$ cat src/rtl/inv_sub_bytes_seq.sv
// -----------------------------------------------------------------------------
// inv_sub_bytes_seq
// Streams the 16 bytes of a 128-bit AES state into a single-port inverse S-box
// ROM (one address per cycle) and reassembles the returned bytes into the
// substituted state.
//
// Ports:
//   CLK, RST          clock, synchronous active-high reset
//   Start, State_In   request and state to substitute (byte 0 = MSB)
//   Busy              high from the cycle after accept until the last capture
//   Done              one-cycle pulse, State_Out valid from this cycle
//   State_Out         substituted state, held until the next completion
//   ROM_Read_Enable   ROM read strobe
//   ROM_Read_Address  ROM read address
//   ROM_Read_Data     ROM read data, valid ROM_LATENCY cycles after the strobe
// -----------------------------------------------------------------------------
module inv_sub_bytes_seq #(
   parameter int unsigned ROM_LATENCY = 1
) (
   input  logic         CLK,
   input  logic         RST,
   input  logic         Start,
   input  logic [127:0] State_In,
   output logic         Busy,
   output logic         Done,
   output logic [127:0] State_Out,
   output logic         ROM_Read_Enable,
   output logic [7:0]   ROM_Read_Address,
   input  logic [7:0]   ROM_Read_Data
);

   localparam int unsigned BYTE_W  = 8;
   localparam int unsigned N_BYTES = 16;
   localparam int unsigned STATE_W = BYTE_W * N_BYTES;
   localparam int unsigned CNT_W   = 4;

   typedef enum logic [1:0] {
      S_IDLE  = 2'd0,
      S_ISSUE = 2'd1,
      S_DRAIN = 2'd2
   } state_t;

   state_t                                r_state;
   state_t                                w_state_nxt;
   logic [CNT_W-1:0]                      r_cnt;
   logic [STATE_W-1:0]                    r_buf;
   logic [STATE_W-1:0]                    r_res;
   logic [ROM_LATENCY-1:0]                r_vld;
   logic [ROM_LATENCY-1:0][CNT_W-1:0]     r_idx;
   logic                                  r_busy;
   logic                                  r_done;
   logic [STATE_W-1:0]                    r_out;
   logic                                  r_en;
   logic [BYTE_W-1:0]                     r_addr;

   logic                                  w_accept;
   logic                                  w_issue;
   logic                                  w_issue_last;
   logic [CNT_W-1:0]                      w_cnt_nxt;
   logic                                  w_cap_vld;
   logic [CNT_W-1:0]                      w_cap_idx;
   logic                                  w_cap_last;
   logic [BYTE_W-1:0]                     w_next_byte;
   logic [STATE_W-1:0]                    w_res_nxt;

   assign w_accept     = (r_state == S_IDLE) && Start;
   assign w_issue      = (r_state == S_ISSUE);
   assign w_cnt_nxt    = r_cnt + CNT_W'(1);
   // 4-bit wrap back to zero marks the sixteenth issue
   assign w_issue_last = w_issue && (w_cnt_nxt == '0);
   assign w_cap_vld    = r_vld[ROM_LATENCY-1];
   assign w_cap_idx    = r_idx[ROM_LATENCY-1];
   assign w_cap_last   = w_cap_vld && (w_cap_idx == CNT_W'(N_BYTES - 1));

   // Next-state logic
   always_comb begin
      w_state_nxt = r_state;
      case (r_state)
         S_IDLE:  if (Start)        w_state_nxt = S_ISSUE;
         S_ISSUE: if (w_issue_last) w_state_nxt = S_DRAIN;
         S_DRAIN: if (w_cap_last)   w_state_nxt = S_IDLE;
         default:                   w_state_nxt = S_IDLE;
      endcase
   end

   // Buffered byte addressed by the incremented counter (next address)
   always_comb begin
      w_next_byte = '0;
      for (int unsigned b = 0; b < N_BYTES; b++) begin
         if (w_cnt_nxt == CNT_W'(b))
            w_next_byte = r_buf[BYTE_W*(N_BYTES-1-b) +: BYTE_W];
      end
   end

   // Result with the currently returning byte merged in; ROM data is only
   // taken when the capture pipeline says it belongs to an issued read
   always_comb begin
      w_res_nxt = r_res;
      for (int unsigned b = 0; b < N_BYTES; b++) begin
         if (w_cap_vld && (w_cap_idx == CNT_W'(b)))
            w_res_nxt[BYTE_W*(N_BYTES-1-b) +: BYTE_W] = ROM_Read_Data;
      end
   end

   // State register
   always_ff @(posedge CLK) begin
      if (RST) r_state <= S_IDLE;
      else     r_state <= w_state_nxt;
   end

   // Issue side: input buffer, counter, registered ROM strobe/address
   always_ff @(posedge CLK) begin
      if (RST) begin
         r_buf  <= '0;
         r_cnt  <= '0;
         r_en   <= 1'b0;
         r_addr <= '0;
      end else begin
         r_en <= (w_state_nxt == S_ISSUE);
         if (w_accept) begin
            r_buf  <= State_In;
            r_cnt  <= '0;
            r_addr <= State_In[STATE_W-1 -: BYTE_W];
         end else if (w_issue) begin
            r_cnt <= w_cnt_nxt;
            if (!w_issue_last) r_addr <= w_next_byte;
         end
      end
   end

   // Capture pipeline: one valid bit plus byte index per issued read
   always_ff @(posedge CLK) begin
      if (RST) begin
         r_vld <= '0;
         r_idx <= '0;
      end else begin
         r_vld[0] <= w_issue;
         r_idx[0] <= r_cnt;
         for (int unsigned i = 1; i < ROM_LATENCY; i++) begin
            r_vld[i] <= r_vld[i-1];
            r_idx[i] <= r_idx[i-1];
         end
      end
   end

   // Result assembly and completion
   always_ff @(posedge CLK) begin
      if (RST) begin
         r_res  <= '0;
         r_out  <= '0;
         r_done <= 1'b0;
         r_busy <= 1'b0;
      end else begin
         r_res  <= w_res_nxt;
         r_done <= w_cap_last;
         if (w_cap_last) r_out <= w_res_nxt;
         if (w_accept)        r_busy <= 1'b1;
         else if (w_cap_last) r_busy <= 1'b0;
      end
   end

   assign Busy             = r_busy;
   assign Done             = r_done;
   assign State_Out        = r_out;
   assign ROM_Read_Enable  = r_en;
   assign ROM_Read_Address = r_addr;

endmodule
$ cat config.mk
export PLATFORM = sky130hd
export DESIGN_NAME = inv_sub_bytes_seq
export DESIGN_NICKNAME = d
export VERILOG_FILES = /design/src/rtl/inv_sub_bytes_seq.sv
export SDC_FILE = /design/constraint.sdc
export NUM_CORES = 1
export LEC_CHECK = 0
export ABC_AREA = 0
export CORE_UTILIZATION = 50
export CTS_CLUSTER_SIZE = 28
export DETAILED_ROUTE_END_ITERATION = 8
export PLACE_DENSITY_LB_ADDON = 0.2
export SLEW_MARGIN = 20
export SYNTH_ARGS = -nofsm -noshare
export SYNTH_HDL_FRONTEND = slang
export SYNTH_SLANG_ARGS = --single-unit
$ cat constraint.sdc
create_clock -name CLK -period 2.6 [get_ports CLK]
set_input_delay 0.26 -clock CLK [delete_from_list [all_inputs] [get_ports CLK]]
set_output_delay 0.26 -clock CLK [all_outputs]
set_load 0.02 [all_outputs]
==> metrics.txt <==
critical setup path kind flop to flop; final worst setup slack about 150 ps; CP max-delay cell a2111oi_1; RSZ-0062 raised after global routing no; Core ar. about 31000 um2; EDFF count, synth 0; most common cell in the netlist dfxtp_1; Port-buffer cells approximately 280; worst stage delay on the critical path 470 ps; DRT antenna net count 0; Seq cells post-synth a little under 400; Design Area, Final between 20000 and 25000 um2; Die W 178 um; share of cells above drive strength 1 between 7 and 8%; Post-Syn Instances ~1.8k; post-place instance area roughly 19000 um2; drt wl/cell about 18 um; CP Launch Type flop; Slew @ Worst Pin between 600 and 700 ps; Slew Limit Fails 0; total grt overflow 0; Synth Flop Type dfxtp_1; synth cell count leaders 398 x dfxtp_1, 290 x nand2_1, 264 x nor2_1; VDD IR max between 500 and 600 uV; register area share after synthesis about half; post-synth top area share 51.2%; FP Rows 64; initial antenna violation count 0; Routed WL around 44 mm; Logic pwr share roughly 8.5%; initial core utilization roughly 50%; Non-Filler Instances 2440; relative slew slack 56.4%; worst path required time roughly 3000 ps; number of global-route vias before repair between 10k and 15k; largest net degree at the start of global routing 141; Post-Syn Nets between 1.5k and 2k; minimum clock period between 2000 and 2500 ps; GRT Total Usage 26.8%; # Max-Cap Violations 0; Layout area overhead 30.1%; vias between 10k and 15k; Netlist cell types 60; Post-DP HPWL 30.0 mm; placed cells about 2.4k; Crit. End Element flop; top post-synthesis cells by area dfxtp_1 51%, mux2i_1 8.2%, nand2_1 7.0%, nor2_1 6.4%, a211oi_1 6.3%; DRT iter0 DRCs ~900; drc violations 0; Period Utilization, post-route roughly 94%; TritonRoute pass-1 iters 5; crit-path max FO 7; ys async rst share 0%; CTS Buf Count between 40 and 50; n_diodes 0; Sink Count approximately 400; # IOs roughly 280; Internal Power 10.6 mW; Nets around 2.2k; mean post-synth cell area between 8 and 9 um2; WP buf/inv 1; H-tree depth 2; Hold Path Class primary input to flop; Ys Warns 0; status completed; Clk network pwr share between 40% and 50%; Power Dens Cells a little under 700 nW/um2; worst path cell trace ha_2, nand2b_1, o21ai_2, a22o_1, a211o_1, a2111oi_1, buf_4, o22ai_1; switch share about 23%; Total Power 13.7 mW; Worst-Skew Late Latency about 540 ps; Clock Tree Root clkbuf_16; CTS clk-pin slew, worst paths about 60 ps; Worst Path Arrival 2850 ps; Leak between 7 and 8 nW; Mapped Area roughly 16000 um2; FMAX between 400 and 500 MHz; CTS Buffer Depth 3; area leader, netlist dfxtp_1; Psw 3.16 mW; gpl congestion between 0.9 and 1; final hold vios 0; Setup TNS 0 ps; Clock Skew about 15 ps; Die H between 150 and 200 um; Seq pwr share a little under half; CP delay by family, top compound AO/OA/AOI/OAI gates; vias per cell about 5.5; CTS tree built; setup violators final 0; first-pass GRT wire length 67.2 mm; die footprint around 32000 um2; dpl ws approximately 37 ps
-- final cells by class --
| cell class | instances | area (um2) |
|---|---|---|
| clock inverter | 12 | 219 |
| inverter | 20 | 75.1 |
| sequential | 398 | 7970 |
| multi-input combinational | 1216 | 6960 |
| fill | 2541 | 10300 |
| clock buffer | 62 | 1230 |
| tap | 396 | 495 |
| timing repair buffer | 336 | 3310 |
-- metrics by stage --
step	hold WS (ps)	util [%]
after floorplan	396	-
after global placement	441	61.4
after detailed placement	446	61.4
after CTS	50.5	66.1
after global routing	81.7	66.2
final	70.8	66.2
-- what timing repair did --
| action | 4_1_cts | 5_1_grt |
|---|---|---|
| buffers inserted | 0 | 1 |
| endpoints found under the setup margin | 0 | 5 |
| gates resized for setup | 0 | 7 |
| hold buffers | 0 | 0 |
-- cell usage in the layout, fill, tap and decap left out, drive strengths merged, types with 2 or more instances in the layout --
cell type,synthesis,final
mux2,7,7
mux2i,128,128
a221o,8,8
nor2b,7,7
o21ai,25,25
a22o,3,3
nor2,272,272
o211ai,8,8
and2,16,16
dfxtp,398,398
a211oi,130,130
nand2b,7,7
a2111oi,8,8
a311oi,8,8
clkdlybuf4s50,0,276
buf,23,60
o22ai,15,15
o21bai,2,2
o22a,9,9
a221oi,8,8
ha,4,4
clkinv,0,6
nor3b,9,9
or3,4,4
nand2,290,290
and3b,2,2
a21oi,167,167
bufinv,0,5
clkbuf,127,62
and3,5,5
nor3,4,4
a22oi,5,5
nand4,9,9
nand3b,13,13
nor4,9,9
inv,20,21
o2111ai,8,8
nand3,12,12
-- flip-flops by register name, summed over array words and instances, names as in the netlist --
| signal | flops |
|---|---|
| State_Out | 128 |
| r_buf | 128 |
| r_res | 120 |
| ROM_Read_Address | 8 |
| r_cnt | 4 |
| r_idx | 4 |
| r_state | 2 |
| Busy | 1 |
| Done | 1 |
| ROM_Read_Enable | 1 |
| r_vld | 1 |
-- logic make-up after synthesis --
| group | Yosys count | synth area share [%] |
|---|---|---|
| AND/OR/NAND/NOR | 661 | 17.8 |
| adder cells (fa/ha/maj) | 4 | 0.322 |
| XOR/XNOR | 1 | 0.0563 |
| AO/OA/AOI/OAI | 415 | 17.5 |
| buffers and inverters | 170 | 4.34 |
| multiplexers | 135 | 8.74 |
| flip-flops | 398 | 51.2 |
-- power by group through the flow --
| stage | sequential (mW) | combinational [mW] | clock (mW) |
|---|---|---|---|
| after floorplan | 6.48 | 0.602 | 0 |
| after detailed placement | 6.51 | 1.16 | 0 |
| after CTS | 6.37 | 1.17 | 6.27 |
| final | 6.38 | 1.17 | 6.16 |
| after global placement | 6.51 | 1.15 | 0 |
| after global routing | 6.39 | 1.27 | 6.51 |
-- path summary, 6_finish.rpt --
| path | from | to | slack [ps] | depth (start not counted) |
|---|---|---|---|---|
| max | r_cnt[1]$_SDFFE_PP0P_ | ROM_Read_Address[4]$_SDFFE_PP0P_ | 150 | 8 |
| min | RST | r_idx[0]$_SDFF_PP0_ | 70 | 2 |
| max reg2reg | r_cnt[1]$_SDFFE_PP0P_ | ROM_Read_Address[4]$_SDFFE_PP0P_ | 150 | 8 |
| min reg2reg | r_buf[18]$_SDFFE_PP0P_ | r_buf[18]$_SDFFE_PP0P_ | 450 | 2 |
-- per-layer routing --
layer / GRT usage, % / share of wire (%) / vias up
met2: 44.7 / 48 / 371
met1: 35.4 / 44 / 6341
met3: 3.84 / 5.4 / 89
li1: - / - / 6625
met4: 9.25 / 3.1 / 0
met5: 0 / 0 / -
No activity file was read; power rests on OpenSTA's default activity.
